[config.mk]
export PLATFORM = sky130hd
export DESIGN_NAME = alu_issue_unit_flat
export DESIGN_NICKNAME = d
export VERILOG_FILES = /design/src/rtl/alu_issue_if.sv /design/src/rtl/alu_issue_unit.sv /design/src/flat_wrapper.sv
export SDC_FILE = /design/constraint.sdc
export NUM_CORES = 1
export LEC_CHECK = 0
export ABC_AREA = 0
export CELL_PAD_IN_SITES_DETAIL_PLACEMENT = 0
export CELL_PAD_IN_SITES_GLOBAL_PLACEMENT = 1
export CORE_MARGIN = 2
export CORE_UTILIZATION = 30
export DETAILED_ROUTE_END_ITERATION = 7
export GPL_ROUTABILITY_DRIVEN = 0
export PLACE_DENSITY_LB_ADDON = 0.1
export SETUP_SLACK_MARGIN = 0.02
export SLEW_MARGIN = 5
export SYNTH_ARGS = -nofsm -noshare
export SYNTH_HDL_FRONTEND = slang
export SYNTH_SLANG_ARGS = --single-unit
[constraint.sdc]
create_clock -name clk -period 3.27 [get_ports clk]
set_clock_uncertainty 0.05 [all_clocks]
set_input_delay 0.8175 -clock clk [delete_from_list [all_inputs] [get_ports clk]]
set_output_delay 0.8175 -clock clk [all_outputs]
set_load 0.05 [all_outputs]
[src/rtl/alu_issue_if.sv]
// Request, ALU-drive and response signals of the ALU issue unit.
// The slave side is the issue unit. The master side is whoever feeds
// instructions, hosts the combinational ALU and consumes responses.
interface alu_issue_if;
    // instruction request
    logic        in_valid;
    logic        in_ready;
    logic [31:0] in_instr;
    logic [31:0] in_pc;
    logic [31:0] in_rs_val;
    logic [31:0] in_rt_val;
    // ALU drive and return
    logic [5:0]  alu_opcode;
    logic [5:0]  alu_func;
    logic [31:0] alu_a;
    logic [31:0] alu_b;
    logic [31:0] alu_result;
    logic        alu_zero;
    // response
    logic        out_valid;
    logic        out_ready;
    logic [31:0] out_result;
    logic        out_zero;
    logic [1:0]  out_kind;
    logic        out_taken;
    logic [31:0] out_target;
    logic [31:0] out_pc;

    modport slave (
        input  in_valid, in_instr, in_pc, in_rs_val, in_rt_val,
        input  alu_result, alu_zero, out_ready,
        output in_ready, alu_opcode, alu_func, alu_a, alu_b,
        output out_valid, out_result, out_zero, out_kind, out_taken, out_target, out_pc
    );

    modport master (
        output in_valid, in_instr, in_pc, in_rs_val, in_rt_val,
        output alu_result, alu_zero, out_ready,
        input  in_ready, alu_opcode, alu_func, alu_a, alu_b,
        input  out_valid, out_result, out_zero, out_kind, out_taken, out_target, out_pc
    );
endinterface

[src/rtl/alu_issue_unit.sv]
// ALU issue unit: decodes a MIPS instruction, drives the external
// combinational ALU for one cycle, captures its result, resolves beq and
// returns ordered responses through a small response FIFO.
module alu_issue_unit #(
    parameter int RESP_DEPTH = 4
) (
    input  logic        clk,
    input  logic        rst,
    alu_issue_if.slave  bus
);

    localparam int PTR_W = (RESP_DEPTH > 1) ? $clog2(RESP_DEPTH) : 1;
    localparam int CNT_W = $clog2(RESP_DEPTH + 1);

    typedef enum logic [1:0] {
        KIND_R   = 2'd0,
        KIND_MEM = 2'd1,
        KIND_BR  = 2'd2,
        KIND_ILL = 2'd3
    } kind_e;

    typedef struct packed {
        logic [31:0] result;
        logic        zero;
        kind_e       kind;
        logic        taken;
        logic [31:0] target;
        logic [31:0] pc;
    } resp_t;

    // issue stage
    logic        issue_vld_q,  issue_vld_d;
    logic [5:0]  alu_opcode_q, alu_opcode_d;
    logic [5:0]  alu_func_q,   alu_func_d;
    logic [31:0] alu_a_q,      alu_a_d;
    logic [31:0] alu_b_q,      alu_b_d;
    kind_e       kind_q,       kind_d;
    logic [31:0] pc_q,         pc_d;
    logic [31:0] simm_q,       simm_d;

    // response FIFO
    resp_t            fifo_mem [RESP_DEPTH];
    logic [CNT_W-1:0] fifo_count_q, fifo_count_d;
    logic [PTR_W-1:0] wr_ptr_q, wr_ptr_d;
    logic [PTR_W-1:0] rd_ptr_q, rd_ptr_d;

    logic        accept;
    logic        push;
    logic        pop;
    logic        taken;
    resp_t       push_entry;
    resp_t       head;
    kind_e       dec_kind;
    logic [31:0] dec_simm;

    function automatic logic [PTR_W-1:0] ptr_inc(input logic [PTR_W-1:0] p);
        return (int'(p) == RESP_DEPTH - 1) ? '0 : p + PTR_W'(1);
    endfunction

    // Every issued instruction already owns a FIFO slot, so the capture push
    // can never find the FIFO full.
    assign bus.in_ready = !rst && ((int'(fifo_count_q) + int'(issue_vld_q)) < RESP_DEPTH);
    assign accept       = bus.in_valid && bus.in_ready;

    // Decode the incoming instruction and load the issue stage on accept.
    always_comb begin
        // NOTE: every variable gets a default first so no path infers a latch.
        dec_simm     = {{16{bus.in_instr[15]}}, bus.in_instr[15:0]};
        dec_kind     = KIND_ILL;
        issue_vld_d  = accept;
        alu_opcode_d = alu_opcode_q;
        alu_func_d   = alu_func_q;
        alu_a_d      = alu_a_q;
        alu_b_d      = alu_b_q;
        kind_d       = kind_q;
        pc_d         = pc_q;
        simm_d       = simm_q;

        case (bus.in_instr[31:26])
            6'h00: begin
                if (bus.in_instr[5:0] inside {6'h20, 6'h22, 6'h24, 6'h25, 6'h27, 6'h2A}) begin
                    dec_kind = KIND_R;
                end
            end
            6'h23, 6'h2B: dec_kind = KIND_MEM;
            6'h04:        dec_kind = KIND_BR;
            default:      dec_kind = KIND_ILL;
        endcase

        if (accept) begin
            alu_opcode_d = bus.in_instr[31:26];
            alu_func_d   = bus.in_instr[5:0];
            kind_d       = dec_kind;
            pc_d         = bus.in_pc;
            simm_d       = dec_simm;
            case (dec_kind)
                KIND_R, KIND_BR: begin
                    alu_a_d = bus.in_rs_val;
                    alu_b_d = bus.in_rt_val;
                end
                KIND_MEM: begin
                    alu_a_d = bus.in_rs_val;
                    alu_b_d = dec_simm;
                end
                default: begin
                    alu_a_d = '0;
                    alu_b_d = '0;
                end
            endcase
        end
    end

    // Capture the ALU outputs, resolve beq and advance the FIFO bookkeeping.
    always_comb begin
        push  = issue_vld_q;
        pop   = bus.out_valid && bus.out_ready;
        taken = (kind_q == KIND_BR) && bus.alu_zero;

        push_entry.result = (kind_q == KIND_ILL) ? '0 : bus.alu_result;
        push_entry.zero   = (kind_q == KIND_ILL) ? 1'b0 : bus.alu_zero;
        push_entry.kind   = kind_q;
        push_entry.taken  = taken;
        push_entry.target = taken ? (pc_q + 32'd4 + (simm_q << 2)) : (pc_q + 32'd4);
        push_entry.pc     = pc_q;

        wr_ptr_d     = push ? ptr_inc(wr_ptr_q) : wr_ptr_q;
        rd_ptr_d     = pop  ? ptr_inc(rd_ptr_q) : rd_ptr_q;
        fifo_count_d = fifo_count_q;
        case ({push, pop})
            2'b10:   fifo_count_d = fifo_count_q + CNT_W'(1);
            2'b01:   fifo_count_d = fifo_count_q - CNT_W'(1);
            default: fifo_count_d = fifo_count_q;
        endcase
    end

    // State registers with synchronous reset.
    always_ff @(posedge clk) begin
        // NOTE: sequential state uses non-blocking assignments so every flop
        // samples pre-edge values regardless of statement order.
        if (rst) begin
            issue_vld_q  <= 1'b0;
            alu_opcode_q <= '0;
            alu_func_q   <= '0;
            alu_a_q      <= '0;
            alu_b_q      <= '0;
            kind_q       <= KIND_R;
            pc_q         <= '0;
            simm_q       <= '0;
            fifo_count_q <= '0;
            wr_ptr_q     <= '0;
            rd_ptr_q     <= '0;
        end else begin
            issue_vld_q  <= issue_vld_d;
            alu_opcode_q <= alu_opcode_d;
            alu_func_q   <= alu_func_d;
            alu_a_q      <= alu_a_d;
            alu_b_q      <= alu_b_d;
            kind_q       <= kind_d;
            pc_q         <= pc_d;
            simm_q       <= simm_d;
            fifo_count_q <= fifo_count_d;
            wr_ptr_q     <= wr_ptr_d;
            rd_ptr_q     <= rd_ptr_d;
        end
    end

    // FIFO storage write.
    always_ff @(posedge clk) begin
        // NOTE: storage is not reset; outputs are forced to zero while the
        // FIFO is empty, so stale entries are never visible.
        if (push) begin
            fifo_mem[wr_ptr_q] <= push_entry;
        end
    end

    assign head = fifo_mem[rd_ptr_q];

    assign bus.alu_opcode = alu_opcode_q;
    assign bus.alu_func   = alu_func_q;
    assign bus.alu_a      = alu_a_q;
    assign bus.alu_b      = alu_b_q;

    assign bus.out_valid  = (fifo_count_q != '0);
    assign bus.out_result = bus.out_valid ? head.result : '0;
    assign bus.out_zero   = bus.out_valid ? head.zero   : 1'b0;
    assign bus.out_kind   = bus.out_valid ? head.kind   : KIND_R;
    assign bus.out_taken  = bus.out_valid ? head.taken  : 1'b0;
    assign bus.out_target = bus.out_valid ? head.target : '0;
    assign bus.out_pc     = bus.out_valid ? head.pc     : '0;

endmodule

[src/flat_wrapper.sv]
// flat-port wrapper written by rule: the top's interface ports become plain ports
module alu_issue_unit_flat 
#(
    parameter int RESP_DEPTH = 4
)
  (clk, rst, bus_in_valid, bus_in_instr, bus_in_pc, bus_in_rs_val, bus_in_rt_val, bus_alu_result, bus_alu_zero, bus_out_ready, bus_in_ready, bus_alu_opcode, bus_alu_func, bus_alu_a, bus_alu_b, bus_out_valid, bus_out_result, bus_out_zero, bus_out_kind, bus_out_taken, bus_out_target, bus_out_pc);
  alu_issue_if bus_i ();
  input  logic clk;
  input  logic rst;
  input wire logic [$bits(bus_i.in_valid)-1:0] bus_in_valid;
  input wire logic [$bits(bus_i.in_instr)-1:0] bus_in_instr;
  input wire logic [$bits(bus_i.in_pc)-1:0] bus_in_pc;
  input wire logic [$bits(bus_i.in_rs_val)-1:0] bus_in_rs_val;
  input wire logic [$bits(bus_i.in_rt_val)-1:0] bus_in_rt_val;
  input wire logic [$bits(bus_i.alu_result)-1:0] bus_alu_result;
  input wire logic [$bits(bus_i.alu_zero)-1:0] bus_alu_zero;
  input wire logic [$bits(bus_i.out_ready)-1:0] bus_out_ready;
  output wire logic [$bits(bus_i.in_ready)-1:0] bus_in_ready;
  output wire logic [$bits(bus_i.alu_opcode)-1:0] bus_alu_opcode;
  output wire logic [$bits(bus_i.alu_func)-1:0] bus_alu_func;
  output wire logic [$bits(bus_i.alu_a)-1:0] bus_alu_a;
  output wire logic [$bits(bus_i.alu_b)-1:0] bus_alu_b;
  output wire logic [$bits(bus_i.out_valid)-1:0] bus_out_valid;
  output wire logic [$bits(bus_i.out_result)-1:0] bus_out_result;
  output wire logic [$bits(bus_i.out_zero)-1:0] bus_out_zero;
  output wire logic [$bits(bus_i.out_kind)-1:0] bus_out_kind;
  output wire logic [$bits(bus_i.out_taken)-1:0] bus_out_taken;
  output wire logic [$bits(bus_i.out_target)-1:0] bus_out_target;
  output wire logic [$bits(bus_i.out_pc)-1:0] bus_out_pc;
  assign bus_i.in_valid = bus_in_valid;
  assign bus_i.in_instr = bus_in_instr;
  assign bus_i.in_pc = bus_in_pc;
  assign bus_i.in_rs_val = bus_in_rs_val;
  assign bus_i.in_rt_val = bus_in_rt_val;
  assign bus_i.alu_result = bus_alu_result;
  assign bus_i.alu_zero = bus_alu_zero;
  assign bus_i.out_ready = bus_out_ready;
  assign bus_in_ready = bus_i.in_ready;
  assign bus_alu_opcode = bus_i.alu_opcode;
  assign bus_alu_func = bus_i.alu_func;
  assign bus_alu_a = bus_i.alu_a;
  assign bus_alu_b = bus_i.alu_b;
  assign bus_out_valid = bus_i.out_valid;
  assign bus_out_result = bus_i.out_result;
  assign bus_out_zero = bus_i.out_zero;
  assign bus_out_kind = bus_i.out_kind;
  assign bus_out_taken = bus_i.out_taken;
  assign bus_out_target = bus_i.out_target;
  assign bus_out_pc = bus_i.out_pc;
  alu_issue_unit #(.RESP_DEPTH(RESP_DEPTH)) u_core (.clk(clk), .rst(rst), .bus(bus_i));
endmodule
# --- Word level (Yosys, flattened, before mapping) ---
# Memories as Yosys holds them, arrays and structs flattened. A register that Yosys moved wholly into a read port is not among the register bits.
# Cells that the tools add are included.
word_totals:
  input_bits: 165
  regBits: 134
  n_memories: 1
  ramBits: 400
memory_table:
  columns: ["name", "words", "width", "read_ports", "rd_ports_with_merged_regs", "write_ports", "line_no", "rtl"]
  rows:
  - ["u_core.fifo_mem", 4, 100, 1, 1, 1, "alu_issue_unit.sv:42", "resp_t fifo_mem [RESP_DEPTH];"]
op_classes:
  eq_ne: 17
  addsub: 7
  muxes: 20
  magnitude_cmp: 1
  n_reduce_logical: 13
ops:
  columns: ["op", "count"]
  rows:
  - ["$mux W32", 6]
  - ["$pmux W32 S2", 1]
  - ["$eq A6 B6 Y1 const B", 8]
  - ["$add A32 B3 Y32 const B", 1]
  - ["$add A32 B32 Y32", 1]
  - ["$lt A32 B4 Y1 const B", 1]
  - ["$mux W2", 6]
  - ["$eq A2 B1 Y1 const B", 4]
  - ["$eq A2 B2 Y1 const B", 4]
  - ["$eq A6 B3 Y1 const B", 1]
  - ["$logic_not A6 Y1", 1]
  - ["$pmux W2 S3", 1]
  - ["$pmux W3 S2", 1]
  - ["$reduce_bool A6 Y1", 1]
  - ["$mux W1", 5]
  - ["$add A2 B1 Y2 const B", 2]
  - ["$add A3 B1 Y4", 1]
  - ["$logic_and A1 B1 Y1", 4]
  - ["$reduce_or A2 Y1", 2]
  - ["$add A3 B1 Y3 const B", 1]
  - ["$reduce_bool A3 Y1", 1]
  - ["$reduce_or A3 Y1", 1]
  - ["$sub A3 B1 Y3 const B", 1]
  - ["$logic_not A2 Y1", 1]
  - ["other kinds (2)", 2]

# --- Longest topological paths before layout ---
logic_depth:
  depth_word: 7
  depth_mapped: 15

# --- Worst setup path after synthesis ---
# Ideal clock, no wire load.
synth_timing:
  kind: "flip-flop to flip-flop"
  start: "register u_core.pc_q[9]"
  end: "memory u_core.fifo_mem[0][61] in the netlist's numbering (data pin)"
  required_ns: 3.011
  t_arrival_ns: 3.283
  path_stages_with_launch: 16
  path_slack_ns: -0.272
  synth_period_minus_slack_ns: 3.542
  path_cell_list: "dfxtp_1 -> and4_1 -> nand4_2 -> nand2b_1 -> nor3_1 -> xor2_1 -> ha_1 -> buf_2 -> a21o_1 -> a21o_1 -> a21oi_1 -> o21ai_0 -> a21o_1 -> a21oi_1 -> a21oi_1 -> nor3b_1"
synth_lines:
  columns: ["item", "line_no", "rtl"]
  rows:
  - ["start: declaration", "alu_issue_unit.sv:38", "logic [31:0] pc_q, pc_d;"]
  - ["start signal: assignment", "alu_issue_unit.sv:159", "pc_q <= pc_d;"]
  - ["end: declaration", "alu_issue_unit.sv:42", null]

==> key figures <==
Power
  • Leak: 11.1 nW
  • Power per cell area: 697 nW/um2
  • VDD IR max: 0.000385 V
  • Tot Pwr: 21.4 mW

Floorplanning
  • Number of cell rows: 99
  • Core area: 73200 um2
  • Ports: 343
  • Die Width: 276 um
  • Die Height: 276 um
  • Initial Utilization: 0.304
  • Total die area: 76400 um2

Placement
  • Placed Instances: 2994
  • Post-DP HPWL: 41.5 mm
  • Placed cell areas: 27800 um2
  • I/O Buffers: 332

Status
  • Status: complete, but fails checks
  • Failing checks: setup timing

CTS
  • Reg clk slew, reported paths: 0.06 ns
  • Maximum clock path buffer count: 3
  • Num CTS Buffers: 57
  • CTS tree: done
  • Clk sinks: 522
  • Clock Tree Root: clkbuf_16
  • # H-tree levels: 2
  • Clock Latency Late Sink: 0.61 ns

Yosys
  • Synth async-reset ratio: 0
  • Compound-Gate Fraction of Synth Area: 0.0707
  • Main synth FF type: edfxtp_1
  • Syn_nets: 1820
  • Post-Synth XOR/XNOR Area: 0.0212
  • Syn Area/Cell: 13.8 um2
  • Top cells by area, synth: edfxtp_1 (53%), dfxtp_1 (12%), mux4_2 (9.9%), and2_1 (3.8%), a21oi_1 (3.0%)
  • Syn. warnings: 0
  • Synth Area in Simple Gates: 0.115
  • Seq/Total Area, Yosys: 0.646
  • Syn Std Cell Area: 22300 um2
  • Distinct cell type count after synthesis: 66
  • Most common cell in the netlist: edfxtp_1
  • Commonest cells in the synthesized netlist: edfxtp_1 (392), nand2_1 (158), and2_1 (137)
  • Post-synthesis mux area share: 0.101
  • EDFF count, synth: 392
  • Synth top area share: 0.529
  • Seq cells post-synth: 522
  • Mapped Cells: 1610
  • Yosys top cell by area: edfxtp_1
  • Adder-cell share of the synthesized area: 0.0260
  • Main combinational cell family by area after synthesis: simple AND/OR/NAND/NOR gates

Critical path
  • Crit Path Category: reg -> reg
  • Arrival @ worst endpoint: 3.83 ns
  • Crit Path Max Fanout: 4
  • Crit end category: flop
  • Worst Path Required: 3.56 ns
  • Startpoint types: flop
  • Most common cell on crit path: xnor2_2
  • Top cell family by delay on the critical path: compound AO/OA/AOI/OAI gates
  • Slowest-stage cell, CP: o41a_1
  • CP bufs+invs: 2
  • Worst stage delay on the critical path: 0.44 ns
  • CP cell instances: and4_4 > and2_4 > nand3_4 > buf_6 > nor3_4 > nand3_2 > xnor2_2 > buf_4 > ha_4 > nand4_1 > o41a_1 > a21oi_2 > o22ai_1 > a31oi_1 > o311a_1 > xnor2_2

STA
  • Setup slack after layout: -0.269 ns
  • Maximum clock frequency: 283 MHz
  • RSZ-0062 raised after global routing: true
  • Final Hold Vio Count: 0
  • Setup_tns: -6.42 ns
  • Relative slew margins: 0.414
  • Fin Hold WS: 0.404 ns
  • # setup viols final: 56
  • Max-slew violations: 0
  • Crit share post-route: 1.08
  • Worst-Margin Slew: 0.879 ns
  • Tmin final: 3.54 ns

Global route
  • Pin count of the biggest net entering global routing: 99
  • Overflow left after global routing: 0
  • First-pass GRT wire length: 98.4 mm
  • Initial antenna violation count: 4
  • M3 GR Usage: 0.0360
  • Met1 Usage GRT: 0.211
  • Met2 Use GR: 0.298
  • Vias in the first global route: 16046
  • GRT Util Overall: 0.169
  • Grt peak-use layer: met2

Finish
  • Ratio of cells with drive above 1 in the final layout: 0.295
  • Final instance area: 30700 um2
  • Fillers: 6856
  • Final Non-Filler Cells: 3134
  • Nets: 2336
  • Area Overhead vs Synth: 37.8%

Detailed routing
  • Wirelength per Cell: 20.7 um
  • First-pass iteration count of the detailed router: 5
  • Antenna-violating nets left: 0
  • Vias: 14871
  • Remaining DRCs: 0
  • Final WL: 64.9 mm
  • DR vias/cell: 4.75
  • DR iter-0 viols: 823

Job
  • # Max-Cap Violations: 0

Hold path
  • Hold Crit Class: reg -> reg
[logic make-up (layout without fill, tap and decap cells)]
kind of cell,after synthesis,in the layout
AND/OR/NAND/NOR,527,528
flip-flops,522,522
buffers and inverters,111,674
AO/OA/AOI/OAI,250,250
other,0,1
XOR/XNOR,54,54
adder cells (fa/ha/maj),45,45
multiplexers,101,101
[through the flow]
step | worst slack (ns) | util
finish | -0.269 | 0.419
global route | -0.452 | 0.419
CTS | -0.284 | 0.416
detailed placement | -0.553 | 0.380
global placement | -0.536 | 0.380
floorplan | 0.00223 | -
[worst reg2reg max path: cells and delay by family, from the launching register on]
| family | cells | cell delay [ns] |
|---|---|---|
| buf+inv | 2 | 0.30 |
| simple gates | 6 | 0.96 |
| compound gates | 5 | 1.10 |
| xor+xnor | 2 | 0.27 |
| fa+ha+maj | 1 | 0.27 |
| flops | 1 | 0.33 |
[timing repair]
| item | 4_1_cts | 5_1_grt |
|---|---|---|
| resized for setup | 132 | 55 |
| setup endpoints to repair | 165 | 124 |
| gates cloned | 7 | 0 |
| pin swaps | 34 | 19 |
| buffers inserted | 22 | 4 |
| hold buffers | 0 | 0 |
[path summary, 6_finish.rpt]
| kind | start | end | slack, ns | cells past startpoint |
|---|---|---|---|---|
| worst min-delay path | u_core.bus.alu_opcode[2] | u_core.bus.alu_opcode[2] | 0.40 | 2 |
| worst max-delay path | u_core.pc_q[7] | u_core.fifo_mem[3][63] | -0.27 | 16 |
| worst max register to register | u_core.pc_q[7] | u_core.fifo_mem[3][63] | -0.27 | 16 |
| worst min register to register | u_core.bus.alu_opcode[2] | u_core.bus.alu_opcode[2] | 0.40 | 2 |
[sequential cells by signal (all words and copies together), names as in the netlist, 3 cells and up, named ones only]
name	flops
u_core.bus.alu_a	32
u_core.bus.alu_b	32
u_core.bus.alu_opcode	6
u_core.fifo_count_q	3
u_core.fifo_mem	392
u_core.pc_q	32
u_core.simm_q	16
[routing by layer]
layer	part of all wire	wire length [um]
met1	0.42	27500
met2	0.51	32800
met3	0.052	3370
met4	0.019	1220
met5	0	0
[power by group]
part,switching (mW),internal [mW]
Sequential,0.171,7.51
Combinational,4.65,3.03
Clock,2.63,3.39
[area by class of cell]
| class | count | area [um2] | share of cell area |
|---|---|---|---|
| repair buffers | 554 | 5280 | 0.172 |
| diodes | 1 | 2.50 | 0.0000816 |
| clock buffers | 71 | 1490 | 0.0485 |
| flip-flops and latches | 522 | 14400 | 0.469 |
| clock inverters | 36 | 249 | 0.00811 |
| well taps | 959 | 1200 | 0.0391 |
| inverters | 13 | 50.0 | 0.00163 |
| multi-input cells | 978 | 8010 | 0.261 |
[layout by cell type, fill, tap and decap left out, drive strengths merged, types with 6 or more instances in the layout]
master | synthesis | routed
a21o | 16 | 16
a21oi | 136 | 136
a221oi | 16 | 16
a22oi | 33 | 33
a31oi | 6 | 6
and2 | 137 | 137
and3 | 9 | 9
buf | 28 | 320
clkbuf | 70 | 71
clkdlybuf4s50 | 0 | 230
clkinv | 1 | 30
dfxtp | 130 | 130
edfxtp | 392 | 392
ha | 43 | 43
inv | 12 | 15
mux4 | 98 | 98
nand2 | 158 | 158
nand3 | 21 | 21
nand4 | 6 | 6
nor2 | 127 | 127
nor3 | 41 | 41
o21ai | 13 | 13
xnor2 | 28 | 28
xor2 | 26 | 26
Power figures use the tool's default switching activity.
